[src/rtl/mnist_seq_pkg.sv]
// mnist_seq_pkg: sequencer state encoding, invalid-digit code and one-hot decode helper
package mnist_seq_pkg;
    typedef enum logic [2:0] {IDLE, LOAD, LGAP, START, WAIT, CAPT, GAP, DONE} state_t;
    localparam logic [3:0] DIGIT_INVALID = 4'hF;
    typedef struct packed {
        logic       err;
        logic [3:0] digit;
    } dec_t;
    function automatic dec_t onehot_decode(input logic [15:0] v);
        dec_t r;
        int   n;
        n = 0;
        r.digit = DIGIT_INVALID;
        for (int i = 0; i < 16; i++) begin
            if (v[i]) begin
                n++;
                r.digit = 4'(i);
            end
        end
        r.err = (n != 1);
        if (r.err) r.digit = DIGIT_INVALID;
        return r;
    endfunction
endpackage

[src/rtl/mnist_image_sequencer_onehot_decoder.sv]
// onehot_decoder: combinational one-hot class vector to digit index
//   classes in  NCLASS  one-hot vector (NCLASS <= 16)
//   digit   out 4       set bit position, 4'hF when not exactly one bit set
//   err     out 1       zero or multiple bits set
module onehot_decoder
    import mnist_seq_pkg::*;
#(
    parameter int NCLASS = 10
) (
    input  logic [NCLASS-1:0] classes,
    output logic [3:0]        digit,
    output logic              err
);
    dec_t d;
    assign d     = onehot_decode(16'(classes));
    assign digit = d.digit;
    assign err   = d.err;
endmodule

[src/rtl/mnist_image_sequencer.sv]
// mnist_image_sequencer: runs every stored image through the MNIST wrapper and buffers the decoded digits
//   clk, reset                 clock, async active-high reset
//   run                        rising edge starts a pass over images 0..IMAGES-1
//   load_params, start_comp    active-low pulses to the wrapper; image_num selects the image
//   ready, classes             wrapper done flag and one-hot result
//   res_valid/idx/digit/err    per-image capture strobe and result
//   rd_idx, rd_digit           combinational result buffer read
//   busy, done, timeout        pass status; done/timeout sticky until next run edge
module mnist_image_sequencer
    import mnist_seq_pkg::*;
#(
    parameter int IMAGES     = 10,
    parameter int IDX_W      = 4,
    parameter int NCLASS     = 10,
    parameter int GAP_CYCLES = 5,
    parameter int TIMEOUT    = 65535
) (
    input  logic              clk,
    input  logic              reset,
    input  logic              run,
    output logic              load_params,
    output logic              start_comp,
    output logic [IDX_W-1:0]  image_num,
    input  logic              ready,
    input  logic [NCLASS-1:0] classes,
    output logic              res_valid,
    output logic [IDX_W-1:0]  res_idx,
    output logic [3:0]        res_digit,
    output logic              res_err,
    input  logic [IDX_W-1:0]  rd_idx,
    output logic [3:0]        rd_digit,
    output logic              busy,
    output logic              done,
    output logic              timeout
);
    localparam int GAP_N = GAP_CYCLES < 1 ? 1 : GAP_CYCLES;
    localparam int WC_W  = $clog2(TIMEOUT + 1);
    localparam int GC_W  = $clog2(GAP_N + 1);

    state_t            state;
    logic              run_q;
    logic              ready_q;
    logic [WC_W-1:0]   wcnt;
    logic [GC_W-1:0]   gcnt;
    logic [3:0]        mem [2**IDX_W];
    logic [3:0]        dec_digit;
    logic              dec_err;

    onehot_decoder #(.NCLASS(NCLASS)) u_dec (
        .classes (classes),
        .digit   (dec_digit),
        .err     (dec_err)
    );

    assign rd_digit = (int'(rd_idx) < IMAGES) ? mem[rd_idx] : DIGIT_INVALID;

    always_ff @(posedge clk or posedge reset) begin
        if (reset) begin
            state       <= IDLE;
            run_q       <= 1'b0;
            ready_q     <= 1'b0;
            wcnt        <= '0;
            gcnt        <= '0;
            load_params <= 1'b1;
            start_comp  <= 1'b1;
            image_num   <= '0;
            res_valid   <= 1'b0;
            res_idx     <= '0;
            res_digit   <= DIGIT_INVALID;
            res_err     <= 1'b0;
            busy        <= 1'b0;
            done        <= 1'b0;
            timeout     <= 1'b0;
            for (int i = 0; i < 2**IDX_W; i++) mem[i] <= DIGIT_INVALID;
        end else begin
            run_q     <= run;
            ready_q   <= ready;
            res_valid <= 1'b0;
            case (state)
                IDLE: if (run && !run_q) begin
                    state       <= LOAD;
                    load_params <= 1'b0;
                    image_num   <= '0;
                    busy        <= 1'b1;
                    done        <= 1'b0;
                    timeout     <= 1'b0;
                end
                LOAD: begin
                    load_params <= 1'b1;
                    state       <= LGAP;
                end
                LGAP: begin
                    start_comp <= 1'b0;
                    state      <= START;
                end
                START: begin
                    start_comp <= 1'b1;
                    wcnt       <= '0;
                    state      <= WAIT;
                end
                // only a fresh rising edge counts, so a ready level left over from the previous image is ignored
                WAIT: if (ready && !ready_q) begin
                    state          <= CAPT;
                    res_valid      <= 1'b1;
                    res_idx        <= image_num;
                    res_digit      <= dec_digit;
                    res_err        <= dec_err;
                    mem[image_num] <= dec_digit;
                end else if (wcnt == WC_W'(TIMEOUT - 1)) begin
                    timeout <= 1'b1;
                    busy    <= 1'b0;
                    state   <= IDLE;
                end else begin
                    wcnt <= wcnt + 1'b1;
                end
                CAPT: begin
                    gcnt  <= '0;
                    state <= (image_num == IDX_W'(IMAGES - 1)) ? DONE : GAP;
                end
                GAP: if (gcnt == GC_W'(GAP_N - 1)) begin
                    image_num   <= image_num + IDX_W'(1);
                    load_params <= 1'b0;
                    state       <= LOAD;
                end else begin
                    gcnt <= gcnt + 1'b1;
                end
                DONE: begin
                    done  <= 1'b1;
                    busy  <= 1'b0;
                    state <= IDLE;
                end
                default: state <= IDLE;
            endcase
        end
    end
endmodule
[config.mk]
export PLATFORM = sky130hd
export DESIGN_NAME = mnist_image_sequencer
export DESIGN_NICKNAME = d
export VERILOG_FILES = /design/src/rtl/mnist_seq_pkg.sv /design/src/rtl/mnist_image_sequencer_onehot_decoder.sv /design/src/rtl/mnist_image_sequencer.sv
export SDC_FILE = /design/constraint.sdc
export NUM_CORES = 1
export LEC_CHECK = 0
export CAP_MARGIN = 20
export CELL_PAD_IN_SITES_DETAIL_PLACEMENT = 0
export CELL_PAD_IN_SITES_GLOBAL_PLACEMENT = 2
export CORE_ASPECT_RATIO = 1.75
export CORE_MARGIN = 2
export CORE_UTILIZATION = 39
export DETAILED_ROUTE_END_ITERATION = 8
export GPL_TIMING_DRIVEN = 0
export PLACE_DENSITY_LB_ADDON = 0.1
export SLEW_MARGIN = 5
export SYNTH_ARGS = -nofsm -noshare
export SYNTH_HDL_FRONTEND = slang
export SYNTH_SLANG_ARGS = --single-unit
[constraint.sdc]
create_clock -name clk -period 4.4 [get_ports clk]
set_input_delay 0.44 -clock clk [delete_from_list [all_inputs] [get_ports clk]]
set_output_delay 0.44 -clock clk [all_outputs]
set_load 0.005 [all_outputs]
==> results.rst, run 1 <==
.. list-table::
   :header-rows: 1

   * - Metric
     - Value
   * - Outcome
     - finished, violations left
   * - Violated checks
     - negative setup slack
   * - DRC marker count from the first detailed-route iteration
     - ~120
   * - Buffers on Ports
     - 36
   * - Worst-margin pin slew
     - 1.17 ns
   * - Synth Area in Compound Gates
     - roughly 14%
   * - Clock sinks
     - just over 80
   * - Global-route usage over all layers
     - about 22%
   * - Worst Path Class, Setup
     - in2reg
   * - Critical path buffer and inverter count
     - 4
   * - Period utilization
     - 121%
   * - Yosys warnings
     - 0
   * - Simple-gate area share of the yosys netlist
     - between 20% and 30%
   * - Setup skew after layout
     - ~0.0097 ns
   * - Unrepaired setup endpoints after global routing
     - yes
   * - Fraction of layout cells with a size suffix above 1
     - between 30% and 40%
   * - RePlAce Congestion
     - ~0.85
   * - Post-route DRC
     - 0
   * - Cell internal power dissipation
     - 0.00240 W
   * - Clock tree from TritonCTS
     - done
   * - Post-layout min period
     - around 5.3 ns
   * - Half-perimeter wire length after detailed placement
     - approximately 12 mm
   * - CTS buffer count
     - 9
   * - Delay contributed by the slowest stage of the critical path
     - roughly 0.39 ns
   * - Synthesis-to-finish area growth
     - 38.5%
   * - Final standard cell count with taps included and fillers excluded
     - roughly 860
   * - Synth unique cells
     - 65
   * - Sw Share
     - approximately two fifths
   * - Sequential-to-total area share from yosys stat
     - 40.2%
   * - Largest family of logic cells by synthesized area
     - simple AND/OR/NAND/NOR gates
   * - Cell type with the largest total area after synthesis
     - sky130_fd_sc_hd__dfstp_2
   * - Top cell type's share of synthesized area
     - between 20% and 30%
   * - Worst reg-to-reg setup slack
     - 1.03 ns
   * - Starting Density
     - roughly two fifths
   * - CP Max Fanout
     - 6
   * - Via-per-instance ratio
     - 5.51
   * - First-pass detailed-route iteration total
     - 4
   * - Leakage power figure
     - ~2.8 nW
   * - Seq pwr share
     - 31.1%
   * - Synth Register Bits
     - 83
   * - Peak supply drop
     - about 0.27 mV
   * - Element type at the critical path start
     - primary input
   * - Tightest Hold Check Type
     - in2async
   * - Post-Synthesis Cells
     - between 600 and 700
   * - Least setup slack across all paths after layout
     - -0.942 ns
   * - Arithmetic-cell share of the synthesized area counting full adders, half adders and majority gates
     - 4.43%
   * - Pin count of the biggest net entering global routing
     - 53
   * - Area of the placeable core
     - around 13000 sq um
   * - Total area of sequential cells
     - ~2100 sq um
   * - Number of diodes added for antenna fixing
     - 0
   * - Count of vias placed by the detailed router
     - between 4000 and 5000
   * - Max cap viols
     - 0
   * - Endpoint arrival time on the critical path
     - 5.61 ns
   * - Number of rows in the core area
     - 56
   * - Fill cell total of the finished layout
     - roughly 1200
   * - Top library cells by usage in the layout, fill and taps aside
     - sky130_fd_sc_hd__nor2_1, sky130_fd_sc_hd__nand2_1, sky130_fd_sc_hd__a21oi_1
   * - Die Outline Area
     - approximately 15000 sq um
   * - Wire length of the first global-routing pass
     - between 20 and 30 mm
   * - Pre-CTS WS
     - -2.37 ns
   * - Total net switching power
     - ~0.0016 W
   * - Upper clock frequency limit
     - roughly 190 MHz
   * - Power per cell area
     - ~550 nW/um^2
   * - Final wirelength
     - approximately 16 mm
   * - CTS clock-pin slew for the worst setup and hold paths
     - around 0.070 ns
   * - Dominant synthesized flop cell
     - sky130_fd_sc_hd__dfstp_2
   * - Number of instances in the placed design
     - between 800 and 900
   * - Antenna violation net count after detailed routing
     - 0
   * - Share of synthesized registers carrying an async set or reset
     - between 90% and 100%
   * - Initial antenna violation count
     - 0
   * - Number of enable flip-flop cells after synthesis
     - 0
   * - Top Ports
     - 41
   * - Count of pins over their slew limit
     - 0
   * - Average size of a mapped cell
     - roughly 8.8 sq um
   * - Net count after synthesis
     - approximately 640
   * - Cell family with the largest share of critical-path delay
     - adder cells
   * - Final sum of negative setup slack
     - -38.70 ns
   * - Post-synthesis instance area
     - approximately 5300 sq um
   * - Parity-gate share of the synthesized area counting xor and xnor cells
     - around 6.2%
   * - Mux cell area share after synthesis
     - ~4.6%
   * - Number of hold violations in the final report
     - 0
   * - Crit path max-delay cell type
     - sky130_fd_sc_hd__a221o_2
   * - Multi-input logic area
     - about 3700 sq um
   * - Data required time of the worst path
     - 4.67 ns
   * - Setup violation total in the final timing report
     - 45
   * - Average wire length per cell after detail routing
     - about 18 microns
   * - Vertical die dimension
     - 158 microns
   * - Cell types with the largest area share after synthesis
     - sky130_fd_sc_hd__dfstp_2, sky130_fd_sc_hd__dfrtp_1, sky130_fd_sc_hd__nor2_1
   * - Clock latency reported for the late side of the worst-skew pair
     - between 0.3 and 0.4 ns
   * - Vias in the first global route
     - 4901
   * - CTS H-Tree Depth
     - 3
   * - Remaining max-slew budget at the tightest pin
     - about 22%
   * - Overall die width
     - around 92 microns
   * - Commonest non-fill, non-tap cell in the layout
     - sky130_fd_sc_hd__nor2_1
   * - Comb pwr share
     - 49.0%
   * - Maximum number of buffers from clock root to sink
     - 2
   * - Crit. End Element
     - register
   * - Total Nets Final
     - just over 700
   * - Clock tree root buffer cell
     - sky130_fd_sc_hd__clkbuf_16
   * - Most frequent cell on the critical path
     - sky130_fd_sc_hd__ha_4
   * - Total overflow reported by the global router
     - 0
   * - Clock Power Share
     - roughly 20%
-- power groups by stage --
stage          registers (W)  clock network, W  logic, W
6_report             0.00125          0.000799   0.00196
5_1_grt              0.00128          0.000843   0.00215
4_1_cts              0.00125          0.000819   0.00184
3_5_place_dp         0.00126                 0   0.00158
3_3_place_gp         0.00125                 0   0.00155
2_1_floorplan        0.00121                 0   0.00112
-- metal layers --
layer | global-route usage (%) | vias to the layer above | part of all wire [%]
met3 | 2.74 | 26 | 2.3
met4 | 8.74 | 0 | 2.8
met1 | 23.0 | 2330 | 37
li1 | - | 2292 | -
met5 | 0 | - | 0
met2 | 43.7 | 77 | 57
-- Yosys cell counts (5+ instances only) --
| cell | number |
|---|---|
| sky130_fd_sc_hd__nand2b_1 | 11 |
| sky130_fd_sc_hd__nor4_1 | 36 |
| sky130_fd_sc_hd__mux4_2 | 8 |
| sky130_fd_sc_hd__o21ai_0 | 30 |
| sky130_fd_sc_hd__a21oi_1 | 56 |
| sky130_fd_sc_hd__nand4_1 | 5 |
| sky130_fd_sc_hd__nand3_1 | 15 |
| sky130_fd_sc_hd__xnor2_1 | 12 |
| sky130_fd_sc_hd__dfstp_2 | 46 |
| sky130_fd_sc_hd__ha_1 | 18 |
| sky130_fd_sc_hd__buf_2 | 11 |
| sky130_fd_sc_hd__nand2_1 | 60 |
| sky130_fd_sc_hd__dfrtp_1 | 37 |
| sky130_fd_sc_hd__nor3_1 | 19 |
| sky130_fd_sc_hd__inv_1 | 19 |
| sky130_fd_sc_hd__and2_1 | 14 |
| sky130_fd_sc_hd__clkbuf_1 | 27 |
| sky130_fd_sc_hd__xor2_1 | 13 |
| sky130_fd_sc_hd__nor2_1 | 85 |
-- area by class of cell --
class                           instances  share of cell area [%]
Buffer                                 41                    3.69
Clock buffer                           10                    3.25
Clock inverter                          6                   0.969
Inverter                               19                    1.04
Multi-Input combinational cell        461                    50.2
Sequential cell                        83                    29.0
Tap cell                              174                    2.96
Timing Repair Buffer                   63                    8.89
-- through the flow --
| stage | cell area (sq um) | util, % | total power [W] | hold slack [ns] |
|---|---|---|---|---|
| final | 7360 | 55.0 | 0.00401 | 0.456 |
| after global routing | 7360 | 55.0 | 0.00427 | 0.492 |
| after CTS | 7110 | 53.1 | 0.00390 | 0.465 |
| after detailed placement | 6290 | 47.0 | 0.00285 | 0.464 |
| after global placement | 6250 | 46.7 | 0.00280 | 0.463 |
| after floorplan | 5680 | - | 0.00233 | 0.448 |
-- cell families (layout without fill, tap and decap cells) --
family,count (synthesis),after routing
and+or+nand+nor,272,272
AOI/OAI and AO/OA,126,126
DFF,83,83
buffers and inverters,61,139
xor gates and xnor gates,30,30
adders and majority gates,19,19
muxes,14,14
-- path summary, 6_finish.rpt --
check	start	endpoint	cells past startpoint
min reg2reg	start_comp	start_comp	2
min in group clk	start_comp	start_comp	2
max	classes[1]	mem[58]	30
max in group asynchronous	reset	mem[46]	3
min	reset	done	2
max reg2reg	state[1]	mem[32]	11
-- repair_timing --
item / in CTS / in global routing
gates cloned: 0 / 2
setup endpoints to repair: 45 / 45
buffers inserted: 18 / 3
gates resized for setup: 78 / 31
pin swaps: 39 / 25
hold buffers: 0 / 0
-- flip-flops by register name (all words and copies together) (netlist names), 3 cells and up --
signal and count:
wcnt 16, res_digit 4, state 3, gcnt 3, mem 40, res_idx 4
image_num 4
Note: power is estimated with default switching activity, not from simulation.
==> run 2: changes to the inputs <==
--- a/config.mk
+++ b/config.mk
@@ -10,11 +10,10 @@
 export CELL_PAD_IN_SITES_GLOBAL_PLACEMENT = 2
 export CORE_ASPECT_RATIO = 1.75
 export CORE_MARGIN = 2
-export CORE_UTILIZATION = 39
+export CORE_UTILIZATION = 33
 export DETAILED_ROUTE_END_ITERATION = 8
 export GPL_TIMING_DRIVEN = 0
 export PLACE_DENSITY_LB_ADDON = 0.1
-export SLEW_MARGIN = 5
 export SYNTH_ARGS = -nofsm -noshare
 export SYNTH_HDL_FRONTEND = slang
 export SYNTH_SLANG_ARGS = --single-unit
==> constraint.sdc (replaced) <==
create_clock -name clk -period 4.6 [get_ports clk]
set_input_delay 0.46 -clock clk [delete_from_list [all_inputs] [get_ports clk]]
set_output_delay 0.46 -clock clk [all_outputs]
set_load 0.005 [all_outputs]
==> results.rst, run 2 (synthesis gave the netlist of run 1 again) <==
.. list-table::
   :header-rows: 1

   * - Metric
     - Value
   * - PnR Total Power
     - 0.00400 W (was 0.00401 W)
   * - Delay contributed by the slowest stage of the critical path
     - 0.43 ns (was 0.39 ns)
   * - Pre-CTS WS
     - -2.19 ns (was -2.37 ns)
   * - Crit. End Element
     - register (unchanged)
   * - Pin count of the biggest net entering global routing
     - 47 (was 53)
   * - Antenna violation net count after detailed routing
     - 0 (unchanged)
   * - Setup violation total in the final timing report
     - 45 (unchanged)
   * - Outcome
     - finished, violations left (unchanged)
   * - Element type at the critical path start
     - primary input (unchanged)
   * - DRC marker count from the first detailed-route iteration
     - 139 (was 118)
   * - Average wire length per cell after detail routing
     - 18.9 microns (was 18.3 microns)
   * - Global-route usage over all layers
     - 19.6% (was 22.0%)
   * - Vertical die dimension
     - 172 microns (was 158 microns)
   * - Peak supply drop
     - 0.192 mV (was 0.271 mV)
   * - Die Outline Area
     - 17200 sq um (was 14600 sq um)
   * - Clock sinks
     - 83 (unchanged)
   * - Via-per-instance ratio
     - 5.46 (was 5.51)
   * - Remaining max-slew budget at the tightest pin
     - 8.99% (was 22.0%)
   * - Number of hold violations in the final report
     - 0 (unchanged)
   * - RePlAce Congestion
     - 0.814 (was 0.852)
   * - Crit path max-delay cell type
     - sky130_fd_sc_hd__a221o_2 (unchanged)
   * - Upper clock frequency limit
     - around 190 MHz
   * - Post-layout min period
     - 5.39 ns
   * - Commonest non-fill, non-tap cell in the layout
     - sky130_fd_sc_hd__nor2_1 (unchanged)
   * - Area of the placeable core
     - 15800 sq um (was 13400 sq um)
   * - Max FFs per register
     - 40 (unchanged)
   * - Number of buffers inserted for hold repair after clock tree synthesis
     - 0 (unchanged)
   * - Max cap viols
     - 0 (unchanged)
   * - Top library cells by usage in the layout, fill and taps aside
     - sky130_fd_sc_hd__nor2_1, sky130_fd_sc_hd__nand2_1, sky130_fd_sc_hd__a21oi_1, sky130_fd_sc_hd__dfstp_2, sky130_fd_sc_hd__dfrtp_1 (was sky130_fd_sc_hd__nor2_1, sky130_fd_sc_hd__nand2_1, sky130_fd_sc_hd__a21oi_1)
   * - Reg2Reg Launch Point
     - state[1] (unchanged)
   * - Clock latency reported for the late side of the worst-skew pair
     - 0.34 ns (about the same)
   * - First-pass detailed-route iteration total
     - 6 (was 4)
   * - Vias in the first global route
     - 4862 (was 4901)
   * - Final wirelength
     - 16.4 mm (was 15.7 mm)
   * - Clock tree root buffer cell
     - sky130_fd_sc_hd__clkbuf_16 (unchanged)
   * - CTS H-Tree Depth
     - 3 (unchanged)
   * - Data required time of the worst path
     - 4.85 ns (was 4.67 ns)
   * - Worst Path Class, Setup
     - in2reg (unchanged)
   * - Critical path buffer and inverter count
     - 7 (was 4)
   * - Number of diodes added for antenna fixing
     - 0 (unchanged)
   * - Top Ports
     - 41 (unchanged)
   * - Clock tree from TritonCTS
     - done (unchanged)
   * - Most frequent cell on the critical path
     - sky130_fd_sc_hd__ha_4 (unchanged)
   * - Maximum number of buffers from clock root to sink
     - 2 (unchanged)
   * - Final Hold Slack
     - 0.474 ns (was 0.456 ns)
   * - Setup skew after layout
     - 0.0146 ns (was 0.00967 ns)
   * - Synthesis-to-finish area growth
     - 41.5% (was 38.5%)
   * - Initial antenna violation count
     - 0 (unchanged)
   * - Violated checks
     - negative setup slack (unchanged)
   * - Post-route DRC
     - 0 (unchanged)
   * - Wire length of the first global-routing pass
     - 26.0 mm (was 25.0 mm)
   * - Number of rows in the core area
     - 61 (was 56)
   * - Launch instance of the worst min-delay path
     - start_comp
   * - Count of pins over their slew limit
     - 0 (unchanged)
   * - Worst-margin pin slew
     - 1.36 ns (was 1.17 ns)
   * - Fraction of layout cells with a size suffix above 1
     - 31.3% (was 31.0%)
   * - CTS buffer count
     - 9 (unchanged)
   * - Buffers on Ports
     - 36 (unchanged)
   * - Count of vias placed by the detailed router
     - 4747 (was 4725)
   * - Power per cell area
     - 531 nW/um^2 (was 545 nW/um^2)
   * - Endpoint arrival time on the critical path
     - 5.64 ns (was 5.61 ns)
   * - Leakage power figure
     - 2.89 nW (was 2.85 nW)
   * - Total Nets Final
     - 712 (was 714)
   * - Least setup slack across all paths after layout
     - -0.788 ns (was -0.942 ns)
   * - Tightest Hold Check Type
     - reg2reg (was in2async)
   * - Setup crit start
     - classes[0] (was classes[1])
   * - Period utilization
     - 117%
   * - Starting Density
     - 33.6% (was 39.7%)
   * - Overall die width
     - 99.9 microns (was 92.2 microns)
   * - CTS clock-pin slew for the worst setup and hold paths
     - 0.06 ns (was 0.07 ns)
   * - Cell family with the largest share of critical-path delay
     - adder cells (unchanged)
   * - Biggest registers after layout
     - mem: 40 flops, wcnt: 16 flops (unchanged)
   * - Half-perimeter wire length after detailed placement
     - 12.4 mm (was 11.6 mm)
   * - Total overflow reported by the global router
     - 0 (unchanged)
   * - CP Max Fanout
     - 8 (was 6)
   * - Unrepaired setup endpoints after global routing
     - yes (unchanged)
   * - Top register by number of flip-flops
     - mem (unchanged)
[run 2: cell type report]
class,instances,area [sq um]
fillers,1509,8280
multi-input cells,461,3770
flip-flops and latches,83,2130
repair buffers,61,657
plain buffers,41,317
well taps,189,236
clock buffers,9,225
clock inverters,7,105
inverters,19,73.8
[run 2: layer usage]
layer | share of wire, % | GRT usage, % | vias up
li1 | - | - | 2293
met1 | 36 | 20.0 | 2318
met2 | 59 | 39.7 | 103
met3 | 2.4 | 2.38 | 33
met4 | 2.7 | 6.85 | 0
met5 | 0 | 0 | -
[run 2: metrics by stage]
| stage | setup TNS [ns] | cell area [sq um] | util [%] | cells |
|---|---|---|---|---|
| 4_1_cts | -30.78 | 7170 | 45.4 | 863 |
| 5_1_grt | -42.50 | 7520 | 47.6 | 870 |
| 6_report | -31.87 | 7520 | 47.6 | 870 |
| 3_5_place_dp | -93.66 | 6310 | 39.9 | 831 |
| 2_1_floorplan | -38.28 | 5680 | - | 605 |
| 3_3_place_gp | -91.63 | 6270 | 39.7 | 830 |
[run 2: path summary, 6_finish.rpt]
check                                  end  slack (ns)  depth (start not counted)
min in group asynchronous         state[2]        0.52                          2
max in group asynchronous          mem[42]        3.42                          3
worst min register to register  start_comp        0.47                          2
worst max register to register     mem[32]        1.26                         11
worst max-delay path               mem[44]       -0.79                         30
worst min-delay path            start_comp        0.47                          2
[run 2: timing repair]
action	4_1_cts	5_1_grt
gates resized for setup	82	54
buffers inserted	15	7
endpoints found under the setup margin	45	45
gates cloned	1	1
pin swaps	32	43
[run 2: worst reg2reg max path: cells and delay by family (launching register included)]
family,cells,cell delay [ns]
buffers and inverters,3,0.74
AND/OR/NAND/NOR,7,1.98
flip-flops,1,0.45
AO/OA/AOI/OAI,1,0.10
[run 2: where the power goes]
group	internal (W)	total, W	switching, W
logic	0.000880	0.00199	0.00111
registers	0.00103	0.00120	0.000172
clock network	0.000485	0.000809	0.000324
